`src/rtl/pipe_ctrl_pkg.sv`:
```
// Package: pipe_ctrl_pkg
// Purpose: shared types and constants for the LEGv8 pipeline stall/flush
//          sequencer (pipeline_ctrl) and its hazard_detect sub-module.
// Contents:
//   pipe_state_t - sequencer state encoding (INIT, RUN, MEM_WAIT, HALT)
//   XZR          - register number of the zero register, never a real producer
package pipe_ctrl_pkg;

  typedef enum logic [1:0] {
    INIT     = 2'd0,
    RUN      = 2'd1,
    MEM_WAIT = 2'd2,
    HALT     = 2'd3
  } pipe_state_t;

  localparam logic [4:0] XZR = 5'd31;

endpackage

```
`src/rtl/pipeline_ctrl_hazard_detect.sv`:
```
// Module: hazard_detect
// Purpose: combinational load-use hazard compare between the load sitting in
//          EX (ID_EX) and the instruction being decoded in ID.
// Ports:
//   id_ra, id_rb  in  5  ID-stage source registers
//   id_uses_rb    in  1  ID instruction actually reads Rb
//   ex_memread    in  1  instruction in EX is a load
//   ex_rw         in  5  destination register of the instruction in EX
//   hazard        out 1  ID must stall one cycle behind the load
module hazard_detect
  import pipe_ctrl_pkg::*;
(
  input  logic [4:0] id_ra,
  input  logic [4:0] id_rb,
  input  logic       id_uses_rb,
  input  logic       ex_memread,
  input  logic [4:0] ex_rw,
  output logic       hazard
);

  logic ra_match;
  logic rb_match;

  assign ra_match = (ex_rw == id_ra);
  assign rb_match = id_uses_rb && (ex_rw == id_rb);

  // A load into XZR produces nothing to forward, so it never stalls.
  assign hazard = ex_memread && (ex_rw != XZR) && (ra_match || rb_match);

endmodule

```
`src/rtl/pipeline_ctrl.sv`:
```
// Module: pipeline_ctrl
// Purpose: stall/flush sequencer for the 5-stage LEGv8 pipeline. Drives the
//          PC load/select and per-register enable/flush for IF_ID, ID_EX,
//          EX_MEM and MEM_WB. Handles load-use stalls, taken-branch flushes
//          and data-memory wait; bubbles the whole pipe for INIT_CYCLES after
//          reset and halts on a memory timeout (sticky mem_err).
// Optional feature: `define PIPE_PERF_CNT_EN adds stall_cnt / flush_cnt
//          performance counters (CNT_W bits, wrapping).
// Ports:
//   clk, reset (async, active-low)
//   id_ra, id_rb, id_uses_rb, ex_memread, ex_rw  - load-use hazard inputs
//   br_taken                                     - branch taken in MEM
//   mem_req, mem_ready                           - data memory handshake
//   pc_en, pc_sel_br                             - PC control
//   *_en, *_flush                                - pipeline register control
//   mem_err                                      - sticky timeout flag
//   state_o                                      - current state
//   stall_cnt, flush_cnt                         - perf counters (optional)
// Register update rule: a register loads a bubble iff en & flush; en=0 holds.
module pipeline_ctrl
  import pipe_ctrl_pkg::*;
#(
  parameter int INIT_CYCLES = 4,
  parameter int MEM_TIMEOUT = 255,
  parameter int CNT_W       = 32
) (
  input  logic             clk,
  input  logic             reset,
  input  logic [4:0]       id_ra,
  input  logic [4:0]       id_rb,
  input  logic             id_uses_rb,
  input  logic             ex_memread,
  input  logic [4:0]       ex_rw,
  input  logic             br_taken,
  input  logic             mem_req,
  input  logic             mem_ready,
  output logic             pc_en,
  output logic             pc_sel_br,
  output logic             if_id_en,
  output logic             if_id_flush,
  output logic             id_ex_en,
  output logic             id_ex_flush,
  output logic             ex_mem_en,
  output logic             ex_mem_flush,
  output logic             mem_wb_en,
  output logic             mem_wb_flush,
  output logic             mem_err,
  output logic [1:0]       state_o
`ifdef PIPE_PERF_CNT_EN
  ,
  output logic [CNT_W-1:0] stall_cnt,
  output logic [CNT_W-1:0] flush_cnt
`endif
);

  localparam int INIT_W = $clog2(INIT_CYCLES + 1);
  localparam int WAIT_W = $clog2(MEM_TIMEOUT + 1);
  localparam logic [INIT_W-1:0] INIT_LAST = INIT_W'(INIT_CYCLES - 1);
  localparam logic [WAIT_W-1:0] WAIT_MAX  = WAIT_W'(MEM_TIMEOUT);

  pipe_state_t       state_q, state_d;
  logic [INIT_W-1:0] init_cnt_q, init_cnt_d;
  logic [WAIT_W-1:0] wait_cnt_q, wait_cnt_d;
  logic              mem_err_q, mem_err_d;

  logic hazard;
  logic mem_stall;
  logic active;
  logic br_evt;
  logic lu_evt;

  hazard_detect u_hazard_detect (
    .id_ra      (id_ra),
    .id_rb      (id_rb),
    .id_uses_rb (id_uses_rb),
    .ex_memread (ex_memread),
    .ex_rw      (ex_rw),
    .hazard     (hazard)
  );

  // In MEM_WAIT the access is already outstanding, so only mem_ready matters;
  // once ready arrives that cycle is evaluated exactly like a RUN cycle.
  always_comb begin
    mem_stall = 1'b0;
    active    = 1'b0;
    if (state_q == RUN) begin
      mem_stall = mem_req && !mem_ready;
      active    = 1'b1;
    end else if (state_q == MEM_WAIT) begin
      mem_stall = !mem_ready;
      active    = 1'b1;
    end
  end

  assign br_evt = active && !mem_stall && br_taken;
  assign lu_evt = active && !mem_stall && !br_taken && hazard;

  always_comb begin
    pc_en        = 1'b0;
    pc_sel_br    = 1'b0;
    if_id_en     = 1'b0;
    if_id_flush  = 1'b0;
    id_ex_en     = 1'b0;
    id_ex_flush  = 1'b0;
    ex_mem_en    = 1'b0;
    ex_mem_flush = 1'b0;
    mem_wb_en    = 1'b0;
    mem_wb_flush = 1'b0;
    case (state_q)
      INIT: begin
        {if_id_en, id_ex_en, ex_mem_en, mem_wb_en}             = 4'b1111;
        {if_id_flush, id_ex_flush, ex_mem_flush, mem_wb_flush} = 4'b1111;
      end
      RUN, MEM_WAIT: begin
        if (mem_stall) begin
          // Freeze everything upstream; MEM_WB keeps draining bubbles so the
          // instruction waiting in MEM is not written back twice.
          mem_wb_en    = 1'b1;
          mem_wb_flush = 1'b1;
        end else if (br_evt) begin
          // Branch wins over load-use: the stalled instruction is wrong-path.
          pc_en     = 1'b1;
          pc_sel_br = 1'b1;
          {if_id_en, id_ex_en, ex_mem_en, mem_wb_en}  = 4'b1111;
          {if_id_flush, id_ex_flush, ex_mem_flush}    = 3'b111;
        end else if (lu_evt) begin
          id_ex_en    = 1'b1;
          id_ex_flush = 1'b1;
          ex_mem_en   = 1'b1;
          mem_wb_en   = 1'b1;
        end else begin
          pc_en = 1'b1;
          {if_id_en, id_ex_en, ex_mem_en, mem_wb_en} = 4'b1111;
        end
      end
      default: ;
    endcase
  end

  always_comb begin
    state_d    = state_q;
    init_cnt_d = init_cnt_q;
    wait_cnt_d = wait_cnt_q;
    mem_err_d  = mem_err_q;
    case (state_q)
      INIT: begin
        if (init_cnt_q == INIT_LAST) state_d = RUN;
        else                         init_cnt_d = init_cnt_q + 1'b1;
      end
      RUN: begin
        if (mem_stall) begin
          state_d    = MEM_WAIT;
          wait_cnt_d = WAIT_W'(1);
        end
      end
      MEM_WAIT: begin
        if (mem_ready) begin
          state_d = RUN;
        end else if (wait_cnt_q == WAIT_MAX) begin
          state_d   = HALT;
          mem_err_d = 1'b1;
        end else begin
          wait_cnt_d = wait_cnt_q + 1'b1;
        end
      end
      default: ;
    endcase
  end

  always_ff @(posedge clk or negedge reset) begin
    if (!reset) begin
      state_q    <= INIT;
      init_cnt_q <= '0;
      wait_cnt_q <= '0;
      mem_err_q  <= 1'b0;
    end else begin
      state_q    <= state_d;
      init_cnt_q <= init_cnt_d;
      wait_cnt_q <= wait_cnt_d;
      mem_err_q  <= mem_err_d;
    end
  end

  assign mem_err = mem_err_q;
  assign state_o = state_q;

`ifdef PIPE_PERF_CNT_EN
  logic [CNT_W-1:0] stall_cnt_q, stall_cnt_d;
  logic [CNT_W-1:0] flush_cnt_q, flush_cnt_d;

  // Every MEM_WAIT cycle counts as a stall, including the one where ready
  // finally arrives; load-use stalls count only when they actually win.
  always_comb begin
    stall_cnt_d = stall_cnt_q;
    flush_cnt_d = flush_cnt_q;
    if ((state_q == MEM_WAIT) || ((state_q == RUN) && lu_evt))
      stall_cnt_d = stall_cnt_q + 1'b1;
    if (br_evt)
      flush_cnt_d = flush_cnt_q + 1'b1;
  end

  always_ff @(posedge clk or negedge reset) begin
    if (!reset) begin
      stall_cnt_q <= '0;
      flush_cnt_q <= '0;
    end else begin
      stall_cnt_q <= stall_cnt_d;
      flush_cnt_q <= flush_cnt_d;
    end
  end

  assign stall_cnt = stall_cnt_q;
  assign flush_cnt = flush_cnt_q;
`endif

endmodule

```
`config.mk`:
```
export PLATFORM = sky130hd
export DESIGN_NAME = pipeline_ctrl
export DESIGN_NICKNAME = d
export VERILOG_FILES = /design/src/rtl/pipe_ctrl_pkg.sv /design/src/rtl/pipeline_ctrl_hazard_detect.sv /design/src/rtl/pipeline_ctrl.sv
export SDC_FILE = /design/constraint.sdc
export NUM_CORES = 1
export LEC_CHECK = 0
export CAP_MARGIN = 20
export CORE_MARGIN = 3
export CORE_UTILIZATION = 33
export CTS_CLUSTER_SIZE = 10
export DETAILED_ROUTE_END_ITERATION = 16
export PLACE_DENSITY = 0.58
export SLEW_MARGIN = 10
export SYNTH_ARGS = -nofsm -noshare
export SYNTH_HDL_FRONTEND = slang
export SYNTH_HIERARCHICAL = 1
export SYNTH_SLANG_ARGS = --single-unit
```
`constraint.sdc`:
```
create_clock -name clk -period 2.75 [get_ports clk]
set_clock_uncertainty 0.2 [all_clocks]
set_input_delay 0.55 -clock clk [delete_from_list [all_inputs] [get_ports clk]]
set_output_delay 0.55 -clock clk [all_outputs]
set_load 0.02 [all_outputs]
```
==> results.sh, run 1 <==
export IMPL_synth_largest_area_cell="dfrtp_1"
export IMPL_wl_per_cell_um=13.46
export IMPL_nets=195
export IMPL_grt_first_pass_wirelength_um=4195
export IMPL_fin_util_pct=53.77
export IMPL_rows=19
export IMPL_report_final_slew_viol_count=0
export IMPL_vias=1031
export IMPL_die_w_um=61.56
export IMPL_die_y_um=61.56
export IMPL_fin_cells=196
export IMPL_die_area_sq_um=3789
export IMPL_area_growth_pct=50.61
export IMPL_fin_crit_ps=2750
export IMPL_hold_viol=0
export IMPL_grt_max_degree=15
export IMPL_tightest_slew_ps=639.8
export IMPL_mappedNetlistNets=141
export IMPL_cts_buffers=3
export IMPL_setup_viol=0
export IMPL_critPathKind="primary input to primary output"
export IMPL_grt_overflow=0
export IMPL_place_congestion=0.8122
export IMPL_cts_hold_buffers=0
export IMPL_path_clk_slew_ps=80
export IMPL_min_path_cells=1
export IMPL_synthTopCellsByArea="dfrtp_1 34%, ha_1 8.6%, xor2_1 6.0%, mux2i_1 3.9%, nand3_1 3.4%"
export IMPL_max_slew_margin_pct=57.21
export IMPL_ant_nets=0
export IMPL_crit_required_ps=2000
export IMPL_avgViaCountPerCell=5.260
export IMPL_cts_htree_levels=1
export IMPL_worstPathArrival_ps=2000
export IMPL_coreArea_sq_um=2853
export IMPL_r2r_end="wait_cnt_q[4]"
export IMPL_dp_hpwl_um=2114
export IMPL_routed_wl_um=2639
export IMPL_fin_crit_sh_pct=100.0
export IMPL_critical_path_buf_inv_count=2
export IMPL_ys_types=34
export IMPL_fmax_mhz=363.6
export IMPL_cts_tree="yes"
export IMPL_seq_area_frac_synth_pct=34.40
export IMPL_ff2ff_path_depth=6
export IMPL_crit_path_max_fanout=2
export IMPL_critPathTopFamily="compound AO/OA/AOI/OAI gates"
export IMPL_path_cells="dlygate4sd2_1 > xor2_1 > nor4_1 > nand3_1 > a21oi_2 > a21oi_1 > o21a_1 > buf_2"
export IMPL_insertion_delay_ps=280
export IMPL_endpoint_kind="primary output"
export IMPL_max_stage_delay_ps=280
export IMPL_cts_root_buf="clkbuf_4"
export IMPL_port_buffers=34
export IMPL_io_pins=35
export IMPL_holdCritPathClass="flop to flop"
export IMPL_drt_initial_drc_count=46
export IMPL_synthCells=112
export IMPL_dp_cells=192
export IMPL_cap_viol_max_count=0
export IMPL_track_usage_pct=14.64
export IMPL_dp_worst_setup_slack_ps=-612.6
export IMPL_grt_pass1_vias=985
export IMPL_yosys_warnings=6
export IMPL_yosys_area_top_type_share_pct=34.40
export IMPL_fin_ws_ps=0.06861
export IMPL_rrSetupSlack_ps=560
export IMPL_power_density_nw_per_um2=270.3
export IMPL_antennaDiodeCount=0
export IMPL_worst_hold_startpoint="mem_err"
export IMPL_drive_gt1_share_pct=20.61
export IMPL_post_cts_buffers=0
export IMPL_rsz0062_at_grt="true"
export IMPL_first_pass_iters=3
export IMPL_cp_slowest_cell="nor4_1"
export IMPL_vdd_drop_max_uv=175.1
export IMPL_synth_seq_cells=14
export IMPL_syn_avg_cell_area_sq_um=9.094
export IMPL_drc=0
export IMPL_synth_area_sq_um=1018
export IMPL_leakagePower_nw=0.7677
export IMPL_start_util_pct=35.70
export IMPL_cts_path_max_buffers=2
export IMPL_clock_sinks=14
export IMPL_antenna_found_initial=0
export IMPL_r2r_start="state_o[0]"
export IMPL_worst_hold_path_endpoint="mem_err"
export IMPL_critPathLaunchType="primary input"
export IMPL_status="finished, final reports clean"
## layer usage
metal / global-route usage, % / part of all wire (%)
met1: 18.35 / 47
met2: 24.96 / 43
met5: 0 / 0
met3: 2.516 / 8.6
met4: 5.455 / 1.1
## per-stage QoR
step,hold slack [ps],instance area [sq um],total power [mW],setup TNS (ps)
after floorplan,54.41,1021,0.2243,0
after global placement,251.6,1513,0.2727,-2740
after detailed placement,261.1,1513,0.2740,-2864
after CTS,281.4,1535,0.4213,-228.5
after global routing,301.9,1534,0.4353,-263.2
final,271.7,1534,0.4147,0
## worst max-delay path by stage
stage / start / endpoint / slack [ps] / cells after the start
final: ex_rw[0] / if_id_en / 0.07 / 8
after global placement: ex_rw[3] / id_ex_flush / -580 / 9
after floorplan: state_o[1] / if_id_flush / 50 / 7
after global routing: ex_rw[4] / id_ex_flush / -120 / 10
after CTS: id_rb[2] / if_id_en / -100 / 8
after detailed placement: ex_rw[3] / id_ex_flush / -610 / 9
## layout by cell type (no fill, tap or decap), drive strengths merged, types with 3 or more instances in the layout
| cell type | count |
|---|---|
| clkdlybuf4s50 | 16 |
| nor2 | 6 |
| nand3 | 7 |
| xor2 | 7 |
| dlymetal6s2s | 6 |
| nand2b | 3 |
| ha | 7 |
| mux2i | 4 |
| buf | 20 |
| dfrtp | 14 |
| a31oi | 3 |
| o21a | 3 |
| dlygate4sd2 | 4 |
| nand2 | 7 |
| inv | 7 |
| o21ai | 7 |
| xnor2 | 4 |
| a21oi | 6 |
| clkbuf | 8 |
## sequential cells by signal, indices dropped and copies added, names as in the netlist
signal,cells
mem_err,1
state_o,2
init_cnt_q,3
wait_cnt_q,8
## cells by family (layout without fill, tap and decap cells)
family,after synthesis,after routing,share of synthesized area (%)
buffers and inverters,9,62,4.054
adders and majority gates,7,7,8.599
AOI/OAI and AO/OA,29,29,18.31
and+or+nand+nor,37,37,20.15
DFF,14,14,34.40
muxes,5,5,5.037
xor gates and xnor gates,11,11,9.459
## cell usage after synthesis
library cell   n
and2_1         1
o21ai_0        7
and3_1         1
xor2_1         7
a31oi_1        3
nand2b_1       3
xnor2_1        4
o31ai_1        2
a21o_1         1
nor3_1         1
mux2i_1        4
or4_1          2
and3_4         1
nor2_1         6
o21a_1         3
a21boi_0       1
mux2_2         1
a21boi_1       1
dfrtp_1       14
inv_1          7
nand2_1        7
nor2b_1        2
or4b_1         1
nand4_1        2
a211o_1        2
a31o_2         1
ha_1           7
a21oi_1        6
nand3_1        7
buf_4          2
a211oi_1       1
and4_4         1
nor4_1         2
a41oi_1        1
## report_power, final
part           switching [mW]  internal, mW
Clock                  0.0664        0.0806
Sequential                  0         0.206
Combinational          0.0234        0.0387
Total                  0.0898         0.325
## layout make-up
cell class	instances	area, sq um
sequential	14	350.3
clock buffer	4	36.28
inverter	7	26.28
tap	31	38.79
timing repair buffer	51	449.2
fill	274	1319
multi-input combinational	89	633.1
## what timing repair did
item                       CTS  global route
pin swaps                    4             6
setup endpoints to repair    9             8
resized for setup           26            14
## worst register-to-register path: stages (launching register included)
cell and delay (ps):
dfrtp_1 380, inv_1 90, ha_1 220, buf_4 160, or4b_1 550, and2_1 190
a211o_1 290
Note: power is estimated with default switching activity, not from simulation.
==> run 2, diff against run 1 <==
--- a/config.mk
+++ b/config.mk
@@ -6,11 +6,10 @@
 export NUM_CORES = 1
 export LEC_CHECK = 0
 export CAP_MARGIN = 20
-export CORE_MARGIN = 3
 export CORE_UTILIZATION = 33
 export CTS_CLUSTER_SIZE = 10
 export DETAILED_ROUTE_END_ITERATION = 16
-export PLACE_DENSITY = 0.58
+export PLACE_DENSITY = 0.61
 export SLEW_MARGIN = 10
 export SYNTH_ARGS = -nofsm -noshare
 export SYNTH_HDL_FRONTEND = slang
==> constraint.sdc (replaced) <==
create_clock -name clk -period 2.5 [get_ports clk]
set_clock_uncertainty 0.2 [all_clocks]
set_input_delay 0.5 -clock clk [delete_from_list [all_inputs] [get_ports clk]]
set_output_delay 0.5 -clock clk [all_outputs]
set_load 0.02 [all_outputs]
==> run 2 against run 1 <==
  * The flow now finishes with violations (design-rule violations)
  * Sequential power increased by 9.7%
  * Combinational power increased by 9.3%
  * Final cell count unchanged
  * First-iteration DRC count increased by 26%
  * Die area decreased by 13%
  * Critical endpoint is now id_ex_flush
  * Largest cell class unchanged
==> results.sh, run 2 (same netlist as run 1, synthesis figures left out) <==
export IMPL_grt_overflow=0
export IMPL_rrSetupSlack_ps=220
export IMPL_vdd_drop_max_uv=197.0
export IMPL_routed_wl_um=2683
export IMPL_io_pins=35
export IMPL_ant_nets=0
export IMPL_place_congestion=0.7821
export IMPL_fin_crit_ps=2449
export IMPL_largest_reg_flops=8
export IMPL_max_slew_margin_pct=57.78
export IMPL_cts_tree="yes"
export IMPL_hold_viol=0
export IMPL_path_clk_slew_ps=80
export IMPL_die_w_um=57.56
export IMPL_rows=19
export IMPL_grt_first_pass_wirelength_um=4436
export IMPL_placed_area_sq_um=1503
export IMPL_start_util_pct=36.00
export IMPL_final_cell_area_sq_um=1602
export IMPL_clock_sinks=14
export IMPL_critPathKind="primary input to primary output"
export IMPL_track_usage_pct=17.03
export IMPL_cts_path_max_buffers=2
export IMPL_first_pass_iters=10
export IMPL_antenna_found_initial=0
export IMPL_wl_per_cell_um=13.69
export IMPL_fmax_mhz=408.4
export IMPL_power_density_nw_per_um2=262.3
export IMPL_rsz0062_at_grt="true"
export IMPL_crit_path_max_fanout=2
export IMPL_cts_root_buf="clkbuf_4"
export IMPL_drc=7
export IMPL_port_buffers=34
export IMPL_mostFrequentLayoutCells="18 x buf_4, 13 x dfrtp_1, 8 x clkdlybuf4s50_1"
export IMPL_cts_htree_levels=1
export IMPL_vias=1035
export IMPL_endpoint_kind="primary output"
export IMPL_dp_hpwl_um=2020
export IMPL_fin_setup_tns_ps=0
export IMPL_critPathLaunchType="primary input"
export IMPL_avgViaCountPerCell=5.281
export IMPL_violations="design-rule violations"
export IMPL_worstPathArrival_ps=1750
export IMPL_die_y_um=57.56
export IMPL_grt_max_degree=15
export IMPL_drive_gt1_share_pct=35.15
export IMPL_area_growth_pct=57.25
export IMPL_drt_initial_drc_count=58
export IMPL_insertion_delay_ps=280
export IMPL_setup_viol=0
export IMPL_fin_crit_sh_pct=97.95
export IMPL_holdCritPathClass="flop to flop"
export IMPL_coreArea_sq_um=2829
export IMPL_cts_buffers=3
export IMPL_mostFrequentLayoutCell="buf_4"
export IMPL_die_area_sq_um=3313
export IMPL_status="complete, but fails checks"
export IMPL_n_fill_cell=241
export IMPL_cap_viol_max_count=0
export IMPL_report_final_slew_viol_count=0
export IMPL_tightest_slew_ps=631.2
export IMPL_leakagePower_nw=0.7567
export IMPL_largest_register="wait_cnt_q"
export IMPL_crit_required_ps=1800
export IMPL_cts_hold_buffers=0
export IMPL_grt_pass1_vias=1021
export IMPL_antennaDiodeCount=0
export IMPL_nets=196
[run 2: changes by cell type in the layout (fill, tap and decap cells not counted), sizes merged]
cell / previous run / this run
dlymetal6s2s: 6 / 4
clkdlybuf4s50: 16 / 8
clkdlybuf4s15: 1 / 6
buf: 20 / 28
dlygate4sd2: 4 / 1
[run 2: worst paths after layout]
check / end / cells past startpoint / startpoint
worst max-delay path: id_ex_flush / 9 / ex_rw[3]
min in group asynchronous: wait_cnt_q[5] / 1 / reset
worst min-delay path: mem_err / 1 / mem_err
worst max register to register: wait_cnt_q[7] / 7 / state_o[0]
worst min register to register: mem_err / 1 / mem_err
max in group asynchronous: state_o[0] / 1 / reset
[run 2: through the flow]
stage / total power, mW / utilization, % / hold WS, ps / std cells / worst slack, ps
floorplan: 0.2470 / - / 4.409 / 112 / -81.79
global placement: 0.2975 / 53.12 / 256.5 / 190 / -789.3
detailed placement: 0.2981 / 53.12 / 264.2 / 190 / -822.3
CTS: 0.4196 / 53.16 / 283.0 / 194 / 2.101
global route: 0.4418 / 56.61 / 289.4 / 196 / -96.10
finish: 0.4201 / 56.61 / 273.1 / 196 / 51.15
[run 2: power breakdown]
| part | leakage [nW] | internal, mW | switching (mW) |
|---|---|---|---|
| registers | 0.185 | 0.226 | 0 |
| clock network | 0.0138 | 0.0559 | 0.0701 |
| logic | 0.558 | 0.0391 | 0.0288 |
| total | 0.757 | 0.321 | 0.0989 |
[run 2: routing by layer]
layer  track usage, %  share of wire [%]
met4            5.226               0.97
met2            29.07                 45
met1            22.28                 45
met5                0                  0
met3            2.268                8.9
[run 2: area by class of cell]
cell class,instances,area (sq um),area share (%)
Tap cell,31,38.79,2.422
Inverter,7,26.28,1.641
Timing Repair Buffer,52,436.7,27.27
Multi-Input combinational cell,89,725.7,45.31
Clock buffer,3,22.52,1.406
Sequential cell,14,351.6,21.95
[run 2: worst max-delay path, cell delays in order]
cell and delay (ps):
buf_6 100, xor2_2 170, nor4_2 260, nand3_1 120, a21oi_2 190, nor2_1 70, nor2_1 100, o21a_1 130
buf_6 110
[run 2: timing repair]
item | 4_1_cts | 5_1_grt
cloned | 0 | 0
endpoints found under the setup margin | 10 | 9
gates resized for setup | 70 | 29
pin swaps | 10 | 17
buffers inserted | 1 | 2
